===== config.mk =====
export PLATFORM = sky130hd
export DESIGN_NAME = uart_tx
export DESIGN_NICKNAME = d
export VERILOG_FILES = /design/src/rtl/uart_tx.sv
export SDC_FILE = /design/constraint.sdc
export NUM_CORES = 1
export LEC_CHECK = 0
export ABC_CLOCK_PERIOD_IN_PS = 2000
export CORE_MARGIN = 2
export CORE_UTILIZATION = 50
export CTS_BUF_LIST = sky130_fd_sc_hd__clkbuf_8
export DETAILED_ROUTE_END_ITERATION = 8
export PLACE_DENSITY = 0.75
export SYNTH_ARGS = -nofsm -noshare
export SYNTH_HDL_FRONTEND = slang
export SYNTH_SLANG_ARGS = --single-unit
export TNS_END_PERCENT = 20

===== constraint.sdc =====
create_clock -name i_clk -period 2 [get_ports i_clk]
set_input_delay 0.5 -clock i_clk [delete_from_list [all_inputs] [get_ports i_clk]]
set_output_delay 0.5 -clock i_clk [all_outputs]
set_load 0.005 [all_outputs]

===== src/rtl/uart_tx.sv =====
// uart_tx: LSB-first UART transmitter clocked by the toggling baud level (each edge = one bit tick).
// Define UART_TX_PARITY_EN to insert an even parity bit between the data and stop bits.
module uart_tx #(
  parameter int DATA_BITS = 8,
  parameter int STOP_BITS = 1
) (
  input  logic                 i_clk,
  input  logic                 i_reset,
  input  logic                 i_baud,
  input  logic [DATA_BITS-1:0] i_tx_data,
  input  logic                 i_tx_valid,
  output logic                 o_tx_ready,
  output logic                 o_tx,
  output logic                 o_tx_busy
);

  localparam int               CNT_W     = $clog2(DATA_BITS + 1);
  localparam logic [CNT_W-1:0] LAST_BIT  = CNT_W'(DATA_BITS);
  localparam logic             STOP_LAST = 1'(STOP_BITS - 1);

  typedef enum logic [2:0] {
    S_IDLE   = 3'd0,
    S_SYNC   = 3'd1,
    S_START  = 3'd2,
    S_DATA   = 3'd3,
`ifdef UART_TX_PARITY_EN
    S_PARITY = 3'd4,
`endif
    S_STOP   = 3'd5
  } state_t;

  state_t               r_state;
  state_t               w_state_nx;
  logic                 r_baud_q;
  logic [DATA_BITS-1:0] r_shift;
  logic [DATA_BITS-1:0] w_shift_nx;
  logic [CNT_W-1:0]     r_bit_cnt;
  logic [CNT_W-1:0]     w_bit_cnt_nx;
  logic                 r_stop_cnt;
  logic                 w_stop_cnt_nx;
  logic                 r_tx;
  logic                 w_tx_nx;
  logic                 r_tx_ready;
  logic                 r_tx_busy;
  logic                 w_tick;
  logic                 w_handshake;
`ifdef UART_TX_PARITY_EN
  logic                 r_parity;
  logic                 w_parity_nx;
`endif

  assign w_tick      = i_baud ^ r_baud_q;
  assign w_handshake = i_tx_valid && r_tx_ready;

  // Next-state and next-output logic; a tick is ignored while IDLE, so a
  // tick coinciding with the handshake never shortens SYNC.
  always_comb begin
    w_state_nx    = r_state;
    w_shift_nx    = r_shift;
    w_bit_cnt_nx  = r_bit_cnt;
    w_stop_cnt_nx = r_stop_cnt;
    w_tx_nx       = r_tx;
`ifdef UART_TX_PARITY_EN
    w_parity_nx   = r_parity;
`endif
    case (r_state)
      S_IDLE: begin
        w_tx_nx = 1'b1;
        if (w_handshake) begin
          w_shift_nx    = i_tx_data;
          w_bit_cnt_nx  = '0;
          w_stop_cnt_nx = 1'b0;
`ifdef UART_TX_PARITY_EN
          w_parity_nx   = ^i_tx_data;
`endif
          w_state_nx    = S_SYNC;
        end else begin
          w_state_nx = S_IDLE;
        end
      end
      S_SYNC: begin
        if (w_tick) begin
          w_tx_nx    = 1'b0;
          w_state_nx = S_START;
        end else begin
          w_state_nx = S_SYNC;
        end
      end
      S_START: begin
        if (w_tick) begin
          w_tx_nx      = r_shift[0];
          w_shift_nx   = {1'b0, r_shift[DATA_BITS-1:1]};
          w_bit_cnt_nx = CNT_W'(1);
          w_state_nx   = S_DATA;
        end else begin
          w_state_nx = S_START;
        end
      end
      S_DATA: begin
        if (w_tick && (r_bit_cnt < LAST_BIT)) begin
          w_tx_nx      = r_shift[0];
          w_shift_nx   = {1'b0, r_shift[DATA_BITS-1:1]};
          w_bit_cnt_nx = r_bit_cnt + CNT_W'(1);
        end else if (w_tick) begin
`ifdef UART_TX_PARITY_EN
          w_tx_nx       = r_parity;
          w_state_nx    = S_PARITY;
`else
          w_tx_nx       = 1'b1;
          w_stop_cnt_nx = 1'b0;
          w_state_nx    = S_STOP;
`endif
        end else begin
          w_state_nx = S_DATA;
        end
      end
`ifdef UART_TX_PARITY_EN
      S_PARITY: begin
        if (w_tick) begin
          w_tx_nx       = 1'b1;
          w_stop_cnt_nx = 1'b0;
          w_state_nx    = S_STOP;
        end else begin
          w_state_nx = S_PARITY;
        end
      end
`endif
      S_STOP: begin
        w_tx_nx = 1'b1;
        if (w_tick && (r_stop_cnt == STOP_LAST)) begin
          w_state_nx = S_IDLE;
        end else if (w_tick) begin
          w_stop_cnt_nx = r_stop_cnt + 1'b1;
        end else begin
          w_state_nx = S_STOP;
        end
      end
      default: begin
        w_tx_nx    = 1'b1;
        w_state_nx = S_IDLE;
      end
    endcase
  end

  // State, datapath and registered outputs; ready/busy track the next state
  // so they equal "state is IDLE" without a combinational output path.
  always_ff @(posedge i_clk) begin
    if (i_reset) begin
      r_state    <= S_IDLE;
      r_baud_q   <= 1'b0;
      r_shift    <= '0;
      r_bit_cnt  <= '0;
      r_stop_cnt <= 1'b0;
      r_tx       <= 1'b1;
      r_tx_ready <= 1'b1;
      r_tx_busy  <= 1'b0;
`ifdef UART_TX_PARITY_EN
      r_parity   <= 1'b0;
`endif
    end else begin
      r_state    <= w_state_nx;
      r_baud_q   <= i_baud;
      r_shift    <= w_shift_nx;
      r_bit_cnt  <= w_bit_cnt_nx;
      r_stop_cnt <= w_stop_cnt_nx;
      r_tx       <= w_tx_nx;
      r_tx_ready <= (w_state_nx == S_IDLE);
      r_tx_busy  <= (w_state_nx != S_IDLE);
`ifdef UART_TX_PARITY_EN
      r_parity   <= w_parity_nx;
`endif
    end
  end

  assign o_tx       = r_tx;
  assign o_tx_ready = r_tx_ready;
  assign o_tx_busy  = r_tx_busy;

endmodule


==> run_summary.xml <==
<?xml version="1.0" encoding="UTF-8"?>
<metrics>
  <group name="critical_path">
    <metric name="critical_path_class" unit="">in2reg</metric>
    <metric name="peak_fanout_along_the_critical_path" unit="">13</metric>
    <metric name="startpoint_types" unit="">primary input</metric>
    <metric name="r2r_end" unit="">r_shift[5]</metric>
    <metric name="r2r_cells" unit="">5</metric>
    <metric name="worst-endpoint-required" unit="ns">2.16</metric>
    <metric name="cp_data_arrival_time" unit="ns">2.00</metric>
    <metric name="cp-end-kind" unit="">flop</metric>
    <metric name="setup.reg_to_reg.worst_slack" unit="ns">0.36</metric>
    <metric name="r2r_start" unit="">r_state[2]</metric>
  </group>
  <group name="clock_network">
    <metric name="clk_transition_reported_paths" unit="ns">0.07</metric>
    <metric name="clock_tree.root_cell" unit="">clkbuf_8</metric>
    <metric name="cts_buffer_depth" unit="">2</metric>
    <metric name="tritoncts_clock_tree" unit="">yes</metric>
    <metric name="numCtsBuffers" unit="">3</metric>
    <metric name="post_cts_buffers" unit="">0</metric>
    <metric name="clk-insertion-delay-late" unit="ns">0.26</metric>
    <metric name="ctsResizeCount" unit="">0</metric>
    <metric name="clock-sinks" unit="">20</metric>
    <metric name="htreeDepth" unit="">1</metric>
    <metric name="postCtsHoldBufs" unit="">0</metric>
  </group>
  <group name="yosys">
    <metric name="xor_and_xnor_area_share_after_synthesis" unit="%">2.59</metric>
    <metric name="synth_fa_ha_area_share" unit="%">1.29</metric>
    <metric name="synthesized_area" unit="um^2">967</metric>
    <metric name="ys_top_cells_by_area" unit="">dfxtp_1 41%, mux2i_1 7.2%, nor2_1 5.8%</metric>
    <metric name="syn_area_per_cell" unit="um^2">9.58</metric>
    <metric name="synth.net_count" unit="">114</metric>
    <metric name="synth-simple-area-share" unit="%">21.2</metric>
    <metric name="yosys.area.top_type" unit="">dfxtp_1</metric>
    <metric name="synth_top_area_share" unit="%">41.4</metric>
    <metric name="synth_compound_area_share" unit="%">22.1</metric>
    <metric name="synth.lib_cells_used.distinct" unit="">37</metric>
    <metric name="prevailing_post_synth_register_cell" unit="">dfxtp_1</metric>
    <metric name="async_flop_share" unit="%">0</metric>
    <metric name="main_combinational_cell_family_by_area_after_synthesis" unit="">compound AO/OA/AOI/OAI gates</metric>
    <metric name="post_synthesis_cells" unit="">101</metric>
    <metric name="synthMuxAreaShare" unit="%">7.24</metric>
    <metric name="synth_seq_cells" unit="">20</metric>
    <metric name="ys_seq_area_share" unit="%">41.4</metric>
    <metric name="synth_enable_flop_cells" unit="">0</metric>
    <metric name="number_of_warnings_issued_by_yosys" unit="">0</metric>
  </group>
  <group name="routing">
    <metric name="post-route-drc-count" unit="">0</metric>
    <metric name="wl" unit="um">1990</metric>
    <metric name="met2_wirelength" unit="um">935</metric>
    <metric name="via_count" unit="">803</metric>
    <metric name="post_drt_via_cell_ratio" unit="">5.50</metric>
    <metric name="routed-wl-met3" unit="um">88</metric>
    <metric name="route.detailed.wl_per_inst" unit="um">13.6</metric>
    <metric name="top_signal_layer_used" unit="">met4</metric>
    <metric name="detail_route.iter0.violations" unit="">14</metric>
    <metric name="drt-met1-wl" unit="um">951</metric>
    <metric name="drt.antenna.violating_nets" unit="">0</metric>
    <metric name="detailedRoute.firstPassIterationCount" unit="">4</metric>
  </group>
  <group name="placement">
    <metric name="preCtsSetupSlack" unit="ns">-0.116</metric>
    <metric name="dp_hpwl" unit="um">1480</metric>
    <metric name="gp_routability_congestion" unit="">0.762</metric>
    <metric name="numPlacedInstances" unit="">142</metric>
    <metric name="number_of_buffers_inserted_by_port_buffering" unit="">14</metric>
  </group>
  <group name="floorplanning">
    <metric name="die_area" unit="mm^2">0.00230</metric>
    <metric name="die_w" unit="um">48.0</metric>
    <metric name="floorplan.core_area" unit="mm^2">0.00176</metric>
    <metric name="cell_row_count" unit="">15</metric>
    <metric name="ios" unit="">15</metric>
    <metric name="initial_utilization" unit="%">54.8</metric>
    <metric name="chipHeight" unit="um">48.0</metric>
  </group>
  <group name="power">
    <metric name="leakage" unit="uW">0.000455</metric>
    <metric name="vdd.ir_drop.worst" unit="uV">671</metric>
    <metric name="power_density" unit="mW/mm^2">937</metric>
  </group>
  <group name="global_routing">
    <metric name="antenna_found_initial" unit="">0</metric>
    <metric name="number_of_global_route_vias_before_repair" unit="">741</metric>
    <metric name="first_pass_grt_wire_length" unit="um">3240</metric>
    <metric name="grt_start_max_net_pins" unit="">14</metric>
    <metric name="grtUsageTotal" unit="%">20.7</metric>
    <metric name="overflow" unit="">0</metric>
  </group>
  <group name="layout">
    <metric name="ratio_of_cells_with_drive_above_1_in_the_final_layout" unit="%">14.9</metric>
    <metric name="antenna-diode-count" unit="">0</metric>
    <metric name="finish.net_count" unit="">135</metric>
    <metric name="layout_commonest_cell" unit="">dfxtp_1</metric>
    <metric name="post_layout_nonfiller_instances" unit="">146</metric>
    <metric name="final_cell_mix" unit="">20 x dfxtp_1, 15 x nor2_1, 14 x clkdlybuf4s50_1</metric>
    <metric name="area_delta_synth_final" unit="%">27.2</metric>
  </group>
  <group name="hold_path">
    <metric name="min_delay_worst_endpoint" unit="">r_shift[7]</metric>
    <metric name="timing.hold.worst.class" unit="">reg2reg</metric>
    <metric name="worst_hold_path.num_cells" unit="">2</metric>
    <metric name="hold_start" unit="">r_shift[7]</metric>
  </group>
  <group name="flow_run">
    <metric name="maxCapViolations" unit="">0</metric>
  </group>
  <group name="sta">
    <metric name="worst_pin_slew" unit="ns">0.380</metric>
    <metric name="finalClockSkew" unit="ns">0.000925</metric>
    <metric name="finalSetupTns" unit="ns">0</metric>
    <metric name="drv_slew" unit="">0</metric>
    <metric name="max_slew_headroom" unit="%">74.6</metric>
    <metric name="finalWorstPathRequiredPeriod" unit="ns">1.84</metric>
    <metric name="setup_repair_after_global_routing_missed_its_margin" unit="">no</metric>
    <metric name="fmax" unit="GHz">0.544</metric>
    <metric name="report.final.setup_viol" unit="">0</metric>
    <metric name="fin_crit_sh" unit="%">91.8</metric>
    <metric name="hold_violations" unit="">0</metric>
    <metric name="finalWorstSetupSlack" unit="ns">0.163</metric>
  </group>
  <group name="run_status">
    <metric name="outcome" unit="">finished clean</metric>
  </group>
</metrics>
==> synth_stat cells, drive strengths merged, types with 2 or more instances <==
master	number
a211oi	7
a21oi	7
a22oi	3
and3b	2
buf	4
clkbuf	2
dfxtp	20
mux2i	7
nand2	3
nand2b	2
nand4	2
nor2	15
nor2b	2
nor4b	2
o21ai	4
o32ai	2
==> area by class of cell <==
type	count	area, um^2
multi-input cells	74	527
clock buffers	4	55.1
fillers	157	534
inverters	1	3.75
well taps	25	31.3
flip-flops and latches	20	400
repair buffers	22	213
==> worst max path at each step <==
stage / start / to / slack [ns] / cells after the start
2_1_floorplan: i_baud / o_tx_busy / 0.50 / 4
3_3_place_gp: i_baud / o_tx_busy / -0.05 / 6
3_5_place_dp: i_baud / r_shift[5] / -0.12 / 6
4_1_cts: i_baud / r_shift[5] / 0.14 / 6
5_1_grt: i_baud / r_shift[5] / 0.06 / 6
6_report: i_baud / r_shift[5] / 0.16 / 6
==> state kept, by name (all words and copies together) (netlist names) <==
| signal | flops |
|---|---|
| r_shift | 8 |
| r_bit_cnt | 4 |
| r_state | 3 |
| o_tx | 1 |
| o_tx_busy | 1 |
| o_tx_ready | 1 |
| r_baud_q | 1 |
| r_stop_cnt | 1 |
==> per-stage QoR <==
| stage | util (%) | power, uW | hold slack [ns] | cell area (um^2) |
|---|---|---|---|---|
| final | 69.7 | 1150 | 0.500 | 1230 |
| after global placement | 66.6 | 842 | 0.475 | 1170 |
| after detailed placement | 66.6 | 852 | 0.488 | 1170 |
| after global routing | 69.7 | 1220 | 0.528 | 1230 |
| after CTS | 69.7 | 1160 | 0.500 | 1230 |
| after floorplan | - | 713 | 0.457 | 967 |
==> worst max-delay path, cell delays in order <==
cell and delay (ns):
clkdlybuf4s50_1 0.48, xnor2_2 0.20, o32ai_4 0.34, buf_12 0.18, nor2_1 0.04, a211oi_1 0.25
==> power by group <==
part	switching [uW]	total, uW	internal [uW]
sequential	37.6	496	458
clock	133	309	175
combinational	160	348	188
total	331	1150	821
==> cells by family (layout without fill, tap and decap cells) <==
logic type                 Yosys count  count (layout)
adders and majority gates            1               1
DFF                                 20              20
muxes                                7               7
buffers and inverters                7              27
xor gates and xnor gates             2               2
and+or+nand+nor                     37              37
AOI/OAI and AO/OA                   27              27
==> layer usage <==
metal | global-route usage, % | vias to the layer above
met1 | 27.3 | 375
li1 | - | 412
met2 | 30.9 | 14
met4 | 6.49 | 0
met3 | 8.30 | 2
met5 | 0 | -
No activity file was read; power rests on OpenSTA's default activity.
